File: src/rtl/mips_fetch_stage.sv
// MIPS instruction-fetch stage: PC, synchronous imem read, 2-entry output queue.
// Optional misaligned-redirect fault marker enabled by defining MISALIGN_TRAP_EN.
module mips_fetch_stage #(
  parameter int          ADDR_W   = 10,
  parameter logic [31:0] RESET_PC = 32'h0000_0000
) (
  input  logic              clock,
  input  logic              reset,
  output logic              imem_en,
  output logic [ADDR_W-1:0] imem_addr,
  input  logic [31:0]       imem_rdata,
  input  logic              redirect_valid,
  input  logic [31:0]       redirect_pc,
  output logic              out_valid,
  input  logic              out_ready,
  output logic [31:0]       out_instr,
  output logic [31:0]       out_pc,
  output logic              out_fault
);

  // Handshake: a beat transfers on a clock edge where out_valid && out_ready;
  // out_valid never drops and out_* never change while a beat waits unaccepted,
  // except on redirect or reset, which discard the waiting beat.

  logic [31:0] pc;
  logic [31:0] tag;
  logic        inflight;
  logic [1:0]  count;
  logic        halted;
  logic        fault_pend;

  logic [31:0] q0_pc, q0_instr, q1_pc, q1_instr;
  logic        q0_fault, q1_fault;

  logic        pop;
  logic        push;
  logic        issue;
  logic [2:0]  occupancy;
  logic [31:0] redirect_target;
  logic        misaligned;
  logic [31:0] push_pc, push_instr;
  logic        push_fault;

`ifdef MISALIGN_TRAP_EN
  assign redirect_target = redirect_pc;
  assign misaligned      = (redirect_pc[1:0] != 2'b00);
`else
  logic unused_redirect_low;
  assign unused_redirect_low = ^redirect_pc[1:0];
  assign redirect_target     = {redirect_pc[31:2], 2'b00};
  assign misaligned          = 1'b0;
`endif

  assign pop       = out_valid && out_ready;
  assign occupancy = {1'b0, count} + {2'b00, inflight} - {2'b00, pop};
  assign issue     = !reset && !redirect_valid && !halted && (occupancy < 3'd2);
  assign imem_en   = issue;
  assign imem_addr = pc[ADDR_W+1:2];

  // A redirect kills both the in-flight read and a pending fault marker.
  assign push       = (inflight || fault_pend) && !redirect_valid;
  assign push_pc    = tag;
  assign push_instr = fault_pend ? 32'h0 : imem_rdata;
  assign push_fault = fault_pend;

  assign out_valid = (count != 2'd0);
  assign out_pc    = q0_pc;
  assign out_instr = q0_instr;
  assign out_fault = q0_fault;

  always_ff @(posedge clock or posedge reset) begin
    if (reset) begin
      pc       <= RESET_PC;
      tag      <= 32'h0;
      inflight <= 1'b0;
    end else if (redirect_valid) begin
      pc       <= redirect_target;
      tag      <= redirect_target;
      inflight <= 1'b0;
    end else begin
      inflight <= issue;
      if (issue) begin
        tag <= pc;
        pc  <= pc + 32'd4;
      end
    end
  end

`ifdef MISALIGN_TRAP_EN
  always_ff @(posedge clock or posedge reset) begin
    if (reset) begin
      halted     <= 1'b0;
      fault_pend <= 1'b0;
    end else if (redirect_valid) begin
      halted     <= misaligned;
      fault_pend <= misaligned;
    end else begin
      fault_pend <= 1'b0;
    end
  end
`else
  logic unused_misaligned;
  assign unused_misaligned = misaligned;
  assign halted            = 1'b0;
  assign fault_pend        = 1'b0;
`endif

  // Entry 0 is the head; entry 1 only holds data when count == 2.
  always_ff @(posedge clock or posedge reset) begin
    if (reset) begin
      count    <= 2'd0;
      q0_pc    <= 32'h0;
      q0_instr <= 32'h0;
      q0_fault <= 1'b0;
      q1_pc    <= 32'h0;
      q1_instr <= 32'h0;
      q1_fault <= 1'b0;
    end else if (redirect_valid) begin
      count <= 2'd0;
    end else begin
      if (pop && push) begin
        if (count == 2'd1) begin
          q0_pc    <= push_pc;
          q0_instr <= push_instr;
          q0_fault <= push_fault;
        end else begin
          q0_pc    <= q1_pc;
          q0_instr <= q1_instr;
          q0_fault <= q1_fault;
          q1_pc    <= push_pc;
          q1_instr <= push_instr;
          q1_fault <= push_fault;
        end
      end else if (pop) begin
        q0_pc    <= q1_pc;
        q0_instr <= q1_instr;
        q0_fault <= q1_fault;
        count    <= count - 2'd1;
      end else if (push) begin
        if (count == 2'd0) begin
          q0_pc    <= push_pc;
          q0_instr <= push_instr;
          q0_fault <= push_fault;
        end else begin
          q1_pc    <= push_pc;
          q1_instr <= push_instr;
          q1_fault <= push_fault;
        end
        count <= count + 2'd1;
      end
    end
  end

endmodule

File: config.mk
export PLATFORM = sky130hd
export DESIGN_NAME = mips_fetch_stage
export DESIGN_NICKNAME = d
export VERILOG_FILES = /design/src/rtl/mips_fetch_stage.sv
export SDC_FILE = /design/constraint.sdc
export NUM_CORES = 1
export LEC_CHECK = 0
export CAP_MARGIN = 20
export CORE_AREA = 2 2 126 128
export CTS_BUF_LIST = sky130_fd_sc_hd__clkbuf_16
export DETAILED_ROUTE_END_ITERATION = 10
export DIE_AREA = 0 0 128 130
export GPL_TIMING_DRIVEN = 0
export PLACE_DENSITY = 0.82
export SYNTH_ARGS = -nofsm -noshare
export SYNTH_HDL_FRONTEND = slang
export SYNTH_SLANG_ARGS = --single-unit
File: constraint.sdc
create_clock -name clock -period 23 [get_ports clock]
set_input_delay 6.9 -clock clock [delete_from_list [all_inputs] [get_ports clock]]
set_output_delay 6.9 -clock clock [all_outputs]
set_load 0.02 [all_outputs]
==> flow_metrics.tcl <==
set metrics [dict create \
    status "finished, final reports clean" \
    start_kind "input port" \
    synth_most_common_cell "dfrtp_1" \
    cap_violations 0 \
    coreArea_mm2 0.01542 \
    drive_above_1_share 0.1310 \
    synth_xor_area_frac 0.01748 \
    drtIter0Drc 408 \
    wl_per_cell_um 17.73 \
    synth-main-ff-cell "dfrtp_1" \
    syn_inst 755 \
    skew_ps 7.285 \
    fin_tns_setup_ps 0 \
    drt_pass1_iterations 5 \
    grt_setup_unrepaired "false" \
    drcViolationCount 0 \
    antenna_left 0 \
    num_antenna_cells 0 \
    path_clk_slew_ps 60 \
    pre_cts_ws_ps 5574 \
    setup-violations-final 0 \
    grtUsageTotal 0.2497 \
    worst_setup_path_end_kind "primary output" \
    slew_headroom 0.4357 \
    antenna_found_initial 0 \
    synth_area_leaders "dfrtp_1 (56%), mux2i_1 (11%), mux2_2 (8.3%)" \
    yosys_warnings 0 \
    cts_buffers 17 \
    synth-edff-count 0 \
    start_util 0.5522 \
    cts_setup_buffers 0 \
    ys_ff_latch 190 \
    crit_type "in -> out" \
    htree_levels 4 \
    grt_pass1_wl_um 32460 \
    ys_top_cells_by_count "dfrtp_1 (190), a21oi_1 (110), nor2_1 (104)" \
    num_rows 46 \
    num_vias 6401 \
    synth_compound_area_frac 0.09387 \
    rrSetupSlack_ps 19110 \
    dpl.hpwl_um 13580 \
    synth_nets 827 \
    ys_types 43 \
    vias_per_cell 5.700 \
    grt_max_degree 102 \
    muxShareOfSynthArea 0.1902 \
    netlist.area_leader.share 0.5582 \
    final_util 0.6995 \
    die_h_um 130 \
    cts_tree "built" \
    hp-class "reg -> reg" \
    die_w_um 128 \
    synthArstFlopShare 1.000 \
    wirelength_um 19910 \
    clock_sinks 190 \
    clk_latency_ps 430 \
    critical_path_required_ps 16100 \
    peakVddDrop_uv 62.41 \
    layout_min_cycle_time_ps 17460 \
    grt_pass1_vias 6361 \
    clock_path_buffers 2 \
    cts_resized 0 \
    synth_top_family_by_area "multiplexers" \
    synth_largest_area_cell "dfrtp_1" \
    overflow 0 \
    cp.arrival_ps 10560 \
    post-route-period-util 0.7593 \
    synth.cell_area_mm2 0.008517 \
    max_stage_delay_ps 730 \
    tightest_slew_ps 846.5 \
    synth_fa_ha_area_frac 0.006758 \
    final.setup.worst_slack_ps 5537 \
    hold_buffers 0 \
    nets 990 \
    total_power_mw 1.362 \
    hold_viol 0 \
    ioPinCount 145 \
    layout-area-overhead-vs-synth_pct 26.68 \
    avgSynthCellArea_um2 11.28 \
    slew_violations 0 \
    hold_ws_ps 506.6 \
    yosysSeqAreaShare 0.5582 \
    worstPathCellList "clkdlybuf4s50_1 -> nand2_1 -> xnor2_1 -> nand2_1 -> fa_1 -> xnor2_1 -> nand3_1 -> inv_2 -> buf_1 -> clkdlybuf4s50_1" \
    die_area_mm2 0.01664 \
    critPathSlowestCell "clkdlybuf4s50_1" \
    clockRootBuffer "clkbuf_16" \
    power.density_mw_per_mm2 126.3 \
    port_buffers 141 \
    path_max_fanout 10 \
    fmax_mhz 57.26 \
    yosys.area_share.simple 0.09872 \
    finalWeightedCongestion 0.8505 \
    leakage_nw 4.834 \
]
-- through the flow --
step	instance area, µm²	std cells
after floorplan	8517	755
after global placement	10170	1088
after detailed placement	10210	1090
after CTS	10780	1122
after global routing	10790	1123
final	10790	1123
-- report_power, final --
part	internal [mW]	leakage (nW)	total [mW]	switching, mW
Sequential	0.462	2.21	0.537	0.0752
Combinational	0.261	2.35	0.536	0.275
Clock	0.159	0.268	0.289	0.129
Total	0.883	4.83	1.36	0.480
-- cell type report --
| class | instances | area, µm² |
|---|---|---|
| Buffer | 55 | 257.7 |
| Inverter | 9 | 41.29 |
| Sequential cell | 190 | 4755 |
| Tap cell | 192 | 240.2 |
| Clock buffer | 17 | 425.4 |
| Multi-Input combinational cell | 501 | 3471 |
| Clock inverter | 15 | 147.6 |
| Fill cell | 1149 | 4636 |
| Timing Repair Buffer | 144 | 1451 |
-- worst max-delay path, delay by kind of cell --
| kind | cells | cell delay [ps] |
|---|---|---|
| XOR/XNOR | 2 | 540 |
| adder cells (fa/ha/maj) | 1 | 420 |
| buffers and inverters | 4 | 2060 |
| AND/OR/NAND/NOR | 3 | 620 |
-- path summary, 6_finish.rpt --
check / startpoint / end / cells after the start
max in group asynchronous: reset / out_pc[25] / 3
max: out_ready / imem_en / 10
min reg2reg: q1_pc[29] / q1_pc[29] / 1
min in group asynchronous: reset / out_pc[17] / 2
max reg2reg: count[1] / pc[17] / 13
min: q1_pc[29] / q1_pc[29] / 1
-- routing by layer --
metal | track usage | vias to the layer above | wire length (µm)
li1 | - | 2993 | -
met1 | 0.3359 | 3178 | 8785
met2 | 0.4221 | 200 | 9857
met3 | 0.03895 | 30 | 923
met4 | 0.08016 | 0 | 343
met5 | 0 | - | 0
-- flip-flops by register name, indices dropped and copies added, names as in the netlist --
signal and flops:
pc 30, inflight 1, q1_instr 32, out_pc 31
out_instr 32, push_pc 31, count 2, q1_pc 31
-- kinds of logic after synthesis --
logic type | count (synthesis)
compound gates | 143
buf+inv | 64
flops | 190
other cells | 1
fa+ha+maj | 4
simple gates | 182
xor+xnor | 17
mux | 154
-- placed cells by master (no fill, tap or decap), types with 5 or more instances in the layout --
cell             count
mux2_2              63
a31oi_1              6
buf_1                6
nand2_1             18
a211oi_1            11
clkbuf_16           17
and3_1               9
buf_2                6
buf_4               13
mux2i_1             91
and2_1               6
clkdlybuf4s50_1    141
clkinvlp_4           5
nor2_1             104
nand4_1              9
inv_1                6
clkbuf_1            32
dfrtp_1            190
nand3_1              9
xor2_1               9
nor3_1              12
xnor2_1              8
a21oi_1            110
Power figures use the tool's default switching activity.
